--- config.mk ---
export PLATFORM = sky130hd
export DESIGN_NAME = fb_write_queue
export DESIGN_NICKNAME = d
export VERILOG_FILES = /design/src/rtl/fb_write_queue.sv
export SDC_FILE = /design/constraint.sdc
export NUM_CORES = 1
export LEC_CHECK = 0
export ABC_AREA = 1
export BUFFER_PORTS_ARGS = -buffer_cell sky130_fd_sc_hd__buf_2
export CORE_MARGIN = 4
export CORE_UTILIZATION = 50
export CTS_CLUSTER_DIAMETER = 80
export DETAILED_ROUTE_END_ITERATION = 16
export HOLD_SLACK_MARGIN = 0.08
export PLACE_DENSITY_LB_ADDON = 0.08
export SETUP_SLACK_MARGIN = 0.05
export SLEW_MARGIN = 20
export SYNTH_ARGS = -nofsm -noshare
export SYNTH_HDL_FRONTEND = slang
export SYNTH_SLANG_ARGS = --single-unit
--- constraint.sdc ---
create_clock -name clk -period 9 [get_ports clk]
set_clock_uncertainty 0.05 [all_clocks]
set_input_delay 0.9 -clock clk [delete_from_list [all_inputs] [get_ports clk]]
set_output_delay 0.9 -clock clk [all_outputs]
set_load 0.005 [all_outputs]
--- src/rtl/fb_write_queue.sv ---
// Rasterizer pixel write queue: range-checks pixels, converts them to framebuffer word
// addresses, buffers them in a small FIFO and issues single writes, plus a full-frame clear.
// The adapter stall input is named wait_req because "wait" is a reserved word.
module fb_write_queue #(
  parameter int unsigned H_RES   = 640,
  parameter int unsigned V_RES   = 480,
  parameter logic [25:0] FB_BASE = 26'h0,
  parameter int unsigned DEPTH   = 4
) (
  input  logic        clk,
  input  logic        reset,
  input  logic        pix_valid,
  output logic        pix_ready,
  input  logic [9:0]  pix_x,
  input  logic [8:0]  pix_y,
  input  logic [31:0] pix_color,
  input  logic        clear_start,
  input  logic [31:0] clear_color,
  output logic        busy,
  output logic [15:0] drop_cnt,
  output logic        write,
  output logic        read,
  output logic [31:0] write_data,
  output logic [25:0] address,
  input  logic        wait_req
);

  localparam int unsigned AW = (DEPTH > 1) ? $clog2(DEPTH) : 1;
  localparam int unsigned CW = AW + 1;
  localparam logic [31:0] CLR_LAST = 32'(H_RES * V_RES - 1);

  typedef enum logic [2:0] {IDLE, ISSUE, GAP, CLEAR_ISSUE, CLEAR_GAP} state_t;

  state_t        state, state_n;
  logic [25:0]   fifo_addr [DEPTH];
  logic [31:0]   fifo_data [DEPTH];
  logic [AW-1:0] wr_ptr, rd_ptr;
  logic [CW-1:0] count;

  logic          clear_pend, pend_n;
  logic [31:0]   pend_color, pend_color_n;
  logic [31:0]   clr_idx, clr_idx_n;
  logic          write_n;
  logic [25:0]   addr_n;
  logic [31:0]   data_n;

  logic          in_range, accept, push, drop, pop, clearing;
  logic [25:0]   lin, pix_addr;

  assign clearing  = (state == CLEAR_ISSUE) || (state == CLEAR_GAP);
  assign pix_ready = (count < CW'(DEPTH)) && !clear_pend && !clearing;
  assign in_range  = (32'(pix_x) < H_RES) && (32'(pix_y) < V_RES);
  assign accept    = pix_valid && pix_ready;
  assign push      = accept && in_range;
  assign drop      = accept && !in_range;
  assign lin       = 26'(pix_y) * 26'(H_RES) + 26'(pix_x);
  assign pix_addr  = FB_BASE + {lin[24:0], 1'b0};
  assign busy      = (count != '0) || (state != IDLE) || clear_pend;
  assign read      = 1'b0;

  always_ff @(posedge clk) begin
    if (push) begin
      fifo_addr[wr_ptr] <= pix_addr;
      fifo_data[wr_ptr] <= pix_color;
    end
  end

  always_ff @(posedge clk or posedge reset) begin
    if (reset) begin
      wr_ptr   <= '0;
      rd_ptr   <= '0;
      count    <= '0;
      drop_cnt <= '0;
    end else begin
      if (push) wr_ptr <= wr_ptr + 1'b1;
      if (pop)  rd_ptr <= rd_ptr + 1'b1;
      if (push && !pop)      count <= count + 1'b1;
      else if (pop && !push) count <= count - 1'b1;
      if (drop && drop_cnt != '1) drop_cnt <= drop_cnt + 1'b1;
    end
  end

  always_ff @(posedge clk or posedge reset) begin
    if (reset) begin
      state      <= IDLE;
      write      <= 1'b0;
      address    <= '0;
      write_data <= '0;
      clr_idx    <= '0;
      clear_pend <= 1'b0;
      pend_color <= '0;
    end else begin
      state      <= state_n;
      write      <= write_n;
      address    <= addr_n;
      write_data <= data_n;
      clr_idx    <= clr_idx_n;
      clear_pend <= pend_n;
      pend_color <= pend_color_n;
    end
  end

  always_comb begin
    state_n      = state;
    write_n      = write;
    addr_n       = address;
    data_n       = write_data;
    clr_idx_n    = clr_idx;
    pend_n       = clear_pend;
    pend_color_n = pend_color;
    pop          = 1'b0;
    case (state)
      IDLE: begin
        // A clear starts only once nothing is queued or being queued this cycle
        if ((clear_pend || clear_start) && count == '0 && !push) begin
          state_n   = CLEAR_ISSUE;
          write_n   = 1'b1;
          addr_n    = FB_BASE;
          data_n    = clear_pend ? pend_color : clear_color;
          clr_idx_n = '0;
          pend_n    = 1'b0;
        end else if (count != '0) begin
          state_n = ISSUE;
          write_n = 1'b1;
          addr_n  = fifo_addr[rd_ptr];
          data_n  = fifo_data[rd_ptr];
        end
      end
      ISSUE: begin
        if (!wait_req) begin
          pop     = 1'b1;
          state_n = GAP;
          write_n = 1'b0;
        end
      end
      GAP: begin
        if (count != '0) begin
          state_n = ISSUE;
          write_n = 1'b1;
          addr_n  = fifo_addr[rd_ptr];
          data_n  = fifo_data[rd_ptr];
        end else begin
          state_n = IDLE;
        end
      end
      CLEAR_ISSUE: begin
        if (!wait_req) begin
          write_n = 1'b0;
          if (clr_idx == CLR_LAST) begin
            state_n = IDLE;
          end else begin
            state_n   = CLEAR_GAP;
            clr_idx_n = clr_idx + 1'b1;
          end
        end
      end
      CLEAR_GAP: begin
        state_n = CLEAR_ISSUE;
        write_n = 1'b1;
        addr_n  = address + 26'd2;
      end
      default: begin
        state_n = IDLE;
        write_n = 1'b0;
      end
    endcase
    // Deferred clear: remember the request and its color until the queue drains
    if (clear_start && !clear_pend && !clearing && state_n != CLEAR_ISSUE) begin
      pend_n       = 1'b1;
      pend_color_n = clear_color;
    end
  end

endmodule
* Yosys cells after proc, flatten, opt, wreduce, memory -nomap -nowiden
Memory sizes are Yosys's and may differ from the RTL's. Index checks and enable logic that the tools add are counted.
Storage, ports and cells: output and inout port bits 78, bits of input ports 88, latch bits 0, logic and storage cells 103, bits in registers 150, bits in writable memories 208, memories 2, bits in read-only memories 0
Memory list:
- fifo_data | words 4, width 32, read ports 1, clocked after memory_dff 0, wr ports 1, RTL line 36 | logic [31:0] fifo_data [DEPTH];
- fifo_addr | words 4, width 20, read ports 1, clocked after memory_dff 0, wr ports 1, RTL line 35 | logic [25:0] fifo_addr [DEPTH];
Operators by class: bitwise gates (word level) 0, shifts and indexed selects 0, reduce and logical (&&, ||, !) cells 36, eq/ne operators 11, add/sub/neg operators 8, order comparisons 3, muxes and demuxes 31, $mul 1, div/mod/pow operators 0
Operators with widths (number):
- 2-to-1 mux 32 bit | 6
- case mux 32 bit (2 select lines) | 2
- case mux 26 bit (3 select lines) | 1
- 2-to-1 mux 26 bit | 2
- adder 32 x 1 -> 32 bit (second input constant) | 1
- equality test 32 x 19 -> 1 bit (second input constant) | 1
- adder 26 x 2 -> 26 bit (second input constant) | 1
- 2-to-1 mux 3 bit | 7
- adder 19 x 10 -> 20 bit | 1
- adder 16 x 1 -> 16 bit (second input constant) | 1
- != test 16 bit (second input constant) | 1
- case mux 3 bit (5 select lines) | 1
- logical AND 1 bit | 14
- multiplier 9 x 3 -> 12 bit (second input constant) | 1
- 2-to-1 mux 1 bit | 11
- less-than comparator 10 bit (second input constant) | 1
- nonzero test 2 bit | 5
- less-than comparator 9 bit (second input constant) | 1
- nonzero test 3 bit | 3
- != test 2 bit (second input constant) | 4
- equality test 3 x 2 -> 1 bit (second input constant) | 2
- logical NOT 3 bit | 2
- logical NOT 1 bit | 5
- adder 2 x 1 -> 2 bit (second input constant) | 2
- other kinds (11) | 14

* Depth between registers and ports, before layout
Gate-level depths: netlist of the first run.
depth after elaboration 14, depth in mapped cells 14, depth with buffers taken out 14

* Worst setup path before layout of the first run
OpenSTA, ideal clock, no wires.
path type input-to-reg, start input pix_x[8], end memory fifo_addr[0][0] in the netlist's numbering (enable), data required time 8488 ps, library setup time 462 ps, buffers on the path 0, stages on the path 5, arrival 3569 ps, setup slack 4919 ps, path through nor2_1 nor2_1 nor2_1 nand3_4 nor2_1
Between the ends: cells in the longest elaborated chain, start to end 5
Ends and longest elaborated chain:
- from (decl) | RTL line 14 | input logic [9:0] pix_x,
- less-than comparator 10 bit | RTL line 52 | assign in_range = (32'(pix_x) < H_RES) && (32'(pix_y) < V_RES);
- logical AND 1 bit | RTL line 52
- logical AND 1 bit | RTL line 54 | assign push = accept && in_range;
- 2-to-1 mux 1 bit | RTL line 62 | if (push) begin
- 2-to-1 mux 1 bit (not written as such) | RTL line 63 | fifo_addr[wr_ptr] <= pix_addr;
- to (decl) | RTL line 35
No other way between the ends.

* Final worst setup path of the first run
start register state[0], end register pend_color[27]
Between the ends: cells in the longest elaborated chain, start to end 12, elaborated cells on any way between the ends 20, classes of those cells 5 x eq/ne; 5 x mux; 10 x reduce/logical
Ends and longest elaborated chain:
- from (decl) | RTL line 34 | state_t state, state_n;
- from (signal assigned) | RTL line 93 | state <= state_n;
- equality test 3 x 2 -> 1 bit / equality test 3 bit (equally long branches) | RTL line 50, 112
- logical OR 1 bit | RTL line 50 | assign clearing = (state == CLEAR_ISSUE) || (state == CLEAR_GAP);
- logical NOT 1 bit | RTL line 51, 168
- logical AND 1 bit | RTL line 51 | assign pix_ready = (count < CW'(DEPTH)) && !clear_pend && !clearing;
- logical AND 1 bit | RTL line 53 | assign accept = pix_valid && pix_ready;
- logical AND 1 bit | RTL line 54
- logical NOT 1 bit | RTL line 115 | if ((clear_pend || clear_start) && count == '0 && !push) begin
- logical AND 1 bit | RTL line 115
- 2-to-1 mux 3 bit | RTL line 115
- case mux 3 bit (5 select lines) | RTL line 112 | case (state)
- != test 3 x 2 -> 1 bit | RTL line 168 | if (clear_start && !clear_pend && !clearing && state_n != CLEAR_ISSUE) begin
- logical AND 1 bit * | RTL line 168
- to (signal assigned) | RTL line 99 | pend_color <= pend_color_n;
- to (decl) | RTL line 41 | logic [31:0] pend_color, pend_color_n;
Mark *: on every way between the ends. The rest lies on a longest branch, timed or not. A chain may end at the register's enable or synchronous reset.

==> results.json, run 1 <==
{
  "outcome": "completed",
  "cp_cell_sequence": "nor2_1, nand2_2, nand2_2, nor2_4, nand3_4, nand3_2, nand4_2, nand2_1, nand2_1",
  "routed_wl_um": 48900,
  "grt_first_pass_wirelength_um": 77400,
  "dr.first_iter.drc_count": 1154,
  "tritoncts": "yes",
  "cp_slowest_cell": "nand4_2",
  "p_per_area_nw_per_um2": 309,
  "worst_pin_slew_ps": 1080,
  "post-place-ws_ps": 5220,
  "rsz0062_at_grt": "no",
  "io_buffer_count": 164,
  "grt_busiest_layer": "met2",
  "power_frac_clock_pct": 25.7,
  "cts.clk_slew.worst_paths_ps": 60,
  "core_um2": 35600,
  "p_sw_mw": 2.56,
  "relSlewSlack_pct": 28.0,
  "ant_nets": 0,
  "netlist_instances": 2103,
  "nets": 2350,
  "synth_edf_count": 208,
  "sw_frac_of_total_pct": 40.4,
  "mappedNetlistArea_um2": 18100,
  "postCtsHoldBufs": 0,
  "via_per_inst": 5.38,
  "antenna_found_initial": 9,
  "fin_crit_sh_pct": 38.3,
  "grt_use_met1_pct": 36.5,
  "fmax_mhz": 290,
  "clockBufferDepth": 3,
  "synth_cell_types": 40,
  "clk_latency_ps": 560,
  "drt_first_pass_iters": 5,
  "dieArea_um2": 39200,
  "finalNonFillerCells": 2731,
  "ys.flop_type": "edfxtp_1",
  "slew_violations": 0,
  "grt_pass1_vias": 13800,
  "drc": 0,
  "cp.required_ps": 9390,
  "critical-path-top-delay-family": "simple AND/OR/NAND/NOR gates",
  "vias": 14700,
  "use_met3_pct": 3.90,
  "arrival_ps": 3830,
  "cts_setup_buffers": 0,
  "row_count": 69,
  "critPathBufInv": 0,
  "start_kind": "flop",
  "slowest_delay_ps": 900,
  "end_kind": "flop",
  "ys_seq_elements": 358,
  "hold_class": "reg -> reg",
  "cts_sinks": 358,
  "die_x_um": 198,
  "cts_max_level": 2,
  "cts_root_buffer": "clkbuf_16",
  "grt_use_total_pct": 24.9,
  "cts_buffers": 41,
  "fill_cells": 3208,
  "syn_avg_cell_area_um2": 8.59,
  "layout_min_cycle_time_ps": 3440,
  "final_hold_viol_count": 0,
  "gp_congestion": 0.884,
  "crit_type": "reg -> reg",
  "dp_hpwl_um": 31700,
  "peakVddDrop_uv": 273,
  "tns_ps": 0,
  "overflow": 0,
  "ys_seq_area_share_pct": 55.4,
  "ys.warnings.count": 0,
  "drive_gt1_share_pct": 11.8,
  "io_pins": 166,
  "setup_viol": 0,
  "timing.final.ws_setup_ps": 5560,
  "crit_path_max_fanout": 33,
  "internal_power_mw": 3.78,
  "die_h_um": 198,
  "dp_cells": 2652,
  "max_cap_violations": 0,
  "post_drt_wl_per_cell_um": 17.9,
  "ys_async_sr_fraction_pct": 41.9,
  "ctsResizeCount": 0,
  "met2_usage_pct": 39.4,
  "leakage_nw": 9.08,
  "grt_max_degree": 88,
  "initial_utilization_pct": 50.8,
  "combPwrFrac_pct": 36.4,
  "p_seq_share_pct": 37.9,
  "area_growth_pct": 13.8
}
==> per-layer routing <==
| metal | share of wire [%] | up-vias | wire length (µm) |
|---|---|---|---|
| met5 | 0.096 | - | 47 |
| met4 | 1.9 | 8 | 930 |
| met3 | 6.6 | 67 | 3210 |
| met2 | 46 | 425 | 22600 |
| met1 | 45 | 6973 | 22200 |
| li1 | - | 7211 | - |
==> synthesized netlist by cell type, drive strengths merged (2+ instances only) <==
master / instances / area [µm²]
a21oi: 36 / 180
a22oi: 4 / 30.0
a31oi: 3 / 18.8
buf: 33 / 178
clkbuf: 60 / 225
dfrtp: 150 / 3750
edfxtp: 208 / 6250
fa: 3 / 60.1
ha: 25 / 313
inv: 154 / 578
mux2i: 32 / 320
nand2: 603 / 2270
nand3: 167 / 863
nand3b: 3 / 22.5
nand4: 24 / 156
nor2: 325 / 1240
nor3: 20 / 100
o211ai: 21 / 158
o21ai: 175 / 876
o21bai: 3 / 22.5
o22ai: 4 / 25.0
or2: 2 / 12.5
xnor2: 13 / 114
xor2: 30 / 263
==> stage by stage <==
stage	total power, mW	hold slack (ps)	util [%]	instance area [µm²]
floorplan	3.92	399	-	18100
global placement	4.68	413	54.1	19200
detailed placement	4.73	415	54.1	19200
CTS	6.39	431	57.7	20500
global route	6.81	447	57.7	20500
finish	6.34	434	57.8	20500
==> worst min-delay path: stages, from the launching register on <==
cell	delay, ps
dfrtp_1	340
nand2_1	60
nand2_1	50
==> logic make-up (layout without fill, tap and decap cells) <==
group / after synthesis / in the layout / synth area share (%)
and+or+nand+nor: 1145 / 1145 / 25.9
DFF: 358 / 358 / 55.4
buffers and inverters: 247 / 406 / 5.43
muxes: 33 / 33 / 1.84
AOI/OAI and AO/OA: 248 / 248 / 7.34
other: 1 / 9 / 0.0208
xor gates and xnor gates: 43 / 43 / 2.08
adders and majority gates: 28 / 28 / 2.06
==> final timing paths <==
kind / from / endpoint / slack, ps / depth (start not counted)
worst max register to register: state[0] / pend_color[27] / 5560 / 9
worst min register to register: pend_color[22] / pend_color[22] / 430 / 2
worst max-delay path: state[0] / pend_color[27] / 5560 / 9
min in group asynchronous: reset / pend_color[25] / 440 / 2
worst min-delay path: pend_color[22] / pend_color[22] / 430 / 2
max in group asynchronous: reset / drop_cnt[13] / 7070 / 3
==> cell type report <==
class                   instances  area [µm²]  share of cell area [%]
diodes                          4        10.0                  0.0487
clock buffers                  50        1090                    5.31
clock inverters                25         223                    1.08
inverters                     154         583                    2.84
multi-input cells            1502        7140                    34.8
flip-flops and latches        358       10000                    48.7
well taps                     461         577                    2.81
repair buffers                177         918                    4.47
==> cell usage in the layout (no fill, tap or decap), types with 5 or more instances in the layout <==
master,n
clkinv_2,11
nor2_1,316
clkinv_1,7
inv_1,147
ha_1,25
nand2_1,599
nor3_1,20
dfrtp_1,148
o211ai_1,21
mux2i_1,32
buf_4,13
o21ai_0,171
nand4_1,23
nor2_4,7
clkbuf_16,42
clkbuf_1,7
xnor2_1,13
a21oi_1,36
nand3_1,163
xor2_1,30
inv_2,6
edfxtp_1,208
conb_1,5
buf_2,164
==> registers in the layout, indices dropped and copies added (netlist names) <==
signal	count
clear_pend	1
pend_color	32
address	26
state	3
fifo_addr	80
rd_ptr	2
write_data	32
fifo_data	128
clr_idx	32
count	3
drop_cnt	16
wr_ptr	2
write	1
==> power by group through the flow <==
stage	Clock, mW	Sequential (mW)	Combinational (mW)
CTS	1.67	2.40	2.33
global route	1.74	2.44	2.64
global placement	0	2.42	2.27
detailed placement	0	2.42	2.31
floorplan	0	2.28	1.64
finish	1.63	2.40	2.31
(Power assumes the default switching activity.)
==> run 2: changes to the inputs <==
clock period = 3.3 ns   (was 9 ns; I/O delays follow)
==> run 2 against run 1 <==
Effect of this change:
- count of clock-buffer cells in the layout rose by 7
- flip-flop and latch count did not move
- die area did not move
- non-clock buffer count rose by 91
- critical endpoint is now busy
- core utilization rose by 2.9 points
- highest routed layer is now met4
- largest cell class unchanged
==> results.json, run 2 (synthesis results as in run 1) <==
{
  "crit_path_max_fanout": 42,
  "rsz0062_at_grt": "no",
  "io_pins": 166,
  "fill_cells": 3129,
  "io_buffer_count": 164,
  "routed_wl_um": 49600,
  "core_um2": 35600,
  "drt_first_pass_iters": 6,
  "p_per_area_nw_per_um2": 829,
  "met2_length_um": 23300,
  "arrival_ps": 2510,
  "cp.required_ps": 2920,
  "slew_violations": 0,
  "via_per_inst": 5.32,
  "cts_buffers": 40,
  "setup_viol": 0,
  "largest_reg_flops": 128,
  "drc": 0,
  "cp_cell_sequence": "nor2_1, nand2_4, inv_1, nand3_1, buf_2",
  "tritoncts": "yes",
  "grt_pass1_vias": 14600,
  "cts_max_level": 2,
  "clockBufferDepth": 3,
  "post_dp_cell_area_um2": 19400,
  "start_kind": "flop",
  "total_power_mw": 17.9,
  "post_drt_wl_per_cell_um": 17.6,
  "top_layer": "met4",
  "tns_ps": 0,
  "cts.clk_slew.worst_paths_ps": 60,
  "leakage_nw": 9.53,
  "dieArea_um2": 39200,
  "dr.first_iter.drc_count": 1246,
  "antenna_found_initial": 2,
  "worst-r2r-cell-count": 6,
  "top_register": "fifo_data",
  "end_kind": "output pin",
  "layout_commonest_cell": "nand2_1",
  "hold_class": "in -> reg",
  "met3_length_um": 3260,
  "area_growth_pct": 19.4,
  "layout_common_cells": "nand2_1, nor2_1, edfxtp_1",
  "relSlewSlack_pct": 42.0,
  "fin_crit_sh_pct": 87.7,
  "outcome": "completed",
  "gp_congestion": 0.858,
  "cts_setup_buffers": 0,
  "worst_pin_slew_ps": 871,
  "crit_type": "reg -> out",
  "postLayoutCellArea_um2": 21600,
  "max_cap_violations": 0,
  "finish.utilization_pct": 60.7,
  "die_x_um": 198,
  "die_h_um": 198,
  "hold_depth": 2,
  "cts_sinks": 358,
  "nets": 2440,
  "layout_min_cycle_time_ps": 2890,
  "reg_top3": "fifo_data: 128 flops, fifo_addr: 80 flops",
  "final_hold_viol_count": 0,
  "cts_root_buffer": "clkbuf_16",
  "grt_max_degree": 151,
  "overflow": 0,
  "dp_hpwl_um": 32600,
  "holdWs_ps": 167,
  "row_count": 69,
  "grt_use_total_pct": 25.5,
  "fmax_mhz": 346,
  "ant_nets": 0,
  "wl_met1_um": 22200,
  "clk_latency_ps": 560,
  "grt_first_pass_wirelength_um": 80100,
  "cp_slowest_cell": "inv_1",
  "slowest_delay_ps": 560,
  "vias": 15000,
  "drive_gt1_share_pct": 12.2,
  "peakVddDrop_uv": 557,
  "initial_utilization_pct": 50.8
}
-- run 2: cell types whose count changed in the layout (fill, tap and decap cells not counted), sizes merged --
cell / previous run / this run
dlygate4sd3: 0 / 73
buf: 177 / 195
inv: 155 / 154
clkinv: 19 / 9
diode: 4 / 2
bufinv: 3 / 6
clkbuf: 50 / 57
-- run 2: layer usage --
| metal | global-route usage (%) | vias up |
|---|---|---|
| met4 | 6.78 | 0 |
| met3 | 3.86 | 63 |
| li1 | - | 7369 |
| met1 | 37.0 | 7156 |
| met2 | 40.6 | 407 |
| met5 | 0 | - |
-- run 2: power breakdown --
| group | internal, mW | switching (mW) | total (mW) | leakage, nW |
|---|---|---|---|---|
| Combinational | 2.27 | 4.35 | 6.62 | 5.08 |
| Sequential | 5.59 | 0.887 | 6.47 | 3.76 |
| Clock | 2.96 | 1.84 | 4.80 | 0.699 |
-- run 2: repair_timing --
action / in CTS / in global routing
hold buffers: 73 / 0
endpoints found under the setup margin: 0 / 0
gates resized for setup: 0 / 0
hold endpoints to repair: 353 / 0
-- run 2: cell type report --
class | count | area [µm²] | share of cell area (%)
Multi-Input combinational cell | 1502 | 7140 | 33.1
Antenna cell | 2 | 5.00 | 0.0232
Inverter | 154 | 582 | 2.70
Clock buffer | 57 | 1170 | 5.41
Tap cell | 461 | 577 | 2.67
Sequential cell | 358 | 10000 | 46.4
Timing Repair Buffer | 268 | 1820 | 8.44
Clock inverter | 17 | 274 | 1.27
-- run 2: final timing paths --
kind	start	endpoint	slack, ps
worst max-delay path	count[0]	busy	410
worst min-delay path	pix_y[0]	fifo_addr[1][7]	170
worst max register to register	count[0]	clr_idx[19]	710
worst min register to register	pend_color[22]	pend_color[22]	430
max in group asynchronous	reset	rd_ptr[0]	1970
min in group asynchronous	reset	pend_color[2]	500
-- run 2: worst max-delay path: cells and delay by family (launching register included) --
kind	cells	cell delay, ps
buffers and inverters	2	750
DFF	1	420
and+or+nand+nor	3	770
-- run 2: per-stage QoR --
step | instances | setup slack (ps)
2_1_floorplan | 2107 | -368
5_1_grt | 2818 | 294
3_5_place_dp | 2670 | 541
4_1_cts | 2817 | 367
3_3_place_gp | 2670 | 639
6_report | 2819 | 406
==> run 3: changes to the inputs <==
CTS_BUF_LIST = sky130_fd_sc_hd__clkbuf_16   (was default)
==> run 3 against run 2 <==
Effect of this change:
- fmax rose by 0.38%
- clock power fell by 3%
- design area fell by 0.29%
- combinational power barely moved
- register-to-register slack barely moved
- final cell count barely moved
- die area did not move
- total power fell by 0.89%
- non-clock buffer count did not move
- largest cell class unchanged
==> results.json, run 3 (synthesis results as in run 1) <==
{
  "outcome": "completed",
  "clockBufferDepth": 3,
  "relSlewSlack_pct": 40.8,
  "start_kind": "flop",
  "drt_first_pass_iters": 5,
  "post_drt_wl_per_cell_um": 17.6,
  "grt_use_total_pct": 25.5,
  "dieArea_um2": 39200,
  "layout_common_cells": "nand2_1, nor2_1, edfxtp_1",
  "routed_wl_um": 49700,
  "end_kind": "output pin",
  "layout_min_cycle_time_ps": 2880,
  "postCtsHoldBufs": 73,
  "core_um2": 35600,
  "tritoncts": "yes",
  "antenna_found_initial": 2,
  "top_register": "fifo_data",
  "largest_reg_flops": 128,
  "reg_top3": "fifo_data: 128 flops, fifo_addr: 80 flops",
  "timing.final.ws_setup_ps": 417,
  "drc": 0,
  "ant_nets": 0,
  "nets": 2440,
  "max_cap_violations": 0,
  "cts_max_level": 2,
  "die_x_um": 198,
  "leakage_nw": 9.55,
  "dp_hpwl_um": 32600,
  "cts.clk_slew.worst_paths_ps": 60,
  "crit_type": "reg -> out",
  "crit_path_max_fanout": 42,
  "cts_root_buffer": "clkbuf_16",
  "row_count": 69,
  "die_h_um": 198,
  "fmax_mhz": 347,
  "initial_utilization_pct": 50.8,
  "grt_max_degree": 151,
  "tns_ps": 0,
  "cts_sinks": 358,
  "area_growth_pct": 19.1,
  "fin_crit_sh_pct": 87.4,
  "drive_gt1_share_pct": 12.1,
  "worst_pin_slew_ps": 888,
  "cts_buffers": 40,
  "overflow": 0,
  "cp.required_ps": 2920,
  "slowest_delay_ps": 560,
  "layout_commonest_cell": "nand2_1",
  "ctsResizeCount": 0,
  "setup_viol": 0,
  "cts_setup_buffers": 0,
  "gp_congestion": 0.858,
  "total_power_mw": 17.7,
  "hold_class": "in -> reg",
  "final_hold_viol_count": 0,
  "arrival_ps": 2500,
  "io_buffer_count": 164,
  "vias": 15000,
  "peakVddDrop_uv": 569,
  "grt_first_pass_wirelength_um": 80100,
  "critical-path-top-delay-family": "simple AND/OR/NAND/NOR gates",
  "post-place-ws_ps": 541,
  "via_per_inst": 5.32,
  "cp_cell_sequence": "nor2_1, nand2_4, inv_1, nand3_1, buf_2",
  "critPathBufInv": 2,
  "dr.first_iter.drc_count": 1265,
  "slew_violations": 0,
  "cp_slowest_cell": "inv_1",
  "clk_latency_ps": 560,
  "io_pins": 166,
  "p_per_area_nw_per_um2": 824,
  "rsz0062_at_grt": "no",
  "grt_pass1_vias": 14600
}
[run 3: report_power, final]
part | internal, mW | switching, mW
Combinational | 2.27 | 4.35
Sequential | 5.59 | 0.889
Clock | 2.79 | 1.85
Total | 10.6 | 7.09
[run 3: stage by stage]
stage | cell area, µm² | util [%] | std cells | hold slack [ps]
floorplan | 18100 | - | 2107 | 379
global placement | 19400 | 54.5 | 2670 | 410
detailed placement | 19400 | 54.5 | 2670 | 415
CTS | 21500 | 60.5 | 2817 | 122
global route | 21500 | 60.5 | 2818 | 150
finish | 21500 | 60.5 | 2818 | 168
[run 3: metal layers]
metal	GRT usage [%]	up-vias	wire [µm]
met5	0	-	7
met4	6.68	2	924
met3	3.86	59	3190
met2	40.6	415	23200
met1	37.0	7146	22400
li1	-	7368	-
[run 3: worst paths after layout]
path,from,endpoint,slack (ps),cells past startpoint
worst max-delay path,count[0],busy,420,5
worst min-delay path,pix_y[0],fifo_addr[1][7],170,2
worst max register to register,count[0],clr_idx[19],720,6
worst min register to register,pend_color[22],pend_color[22],430,2
max in group asynchronous,reset,rd_ptr[0],1960,4
min in group asynchronous,reset,pend_color[2],490,4
[run 3: final cells by class]
class	instances	area [µm²]
clock buffers	42	1050
flip-flops and latches	358	10000
fillers	3141	14100
well taps	461	577
repair buffers	268	1820
inverters	154	582
multi-input cells	1502	7140
clock inverters	32	330
diodes	1	2.50
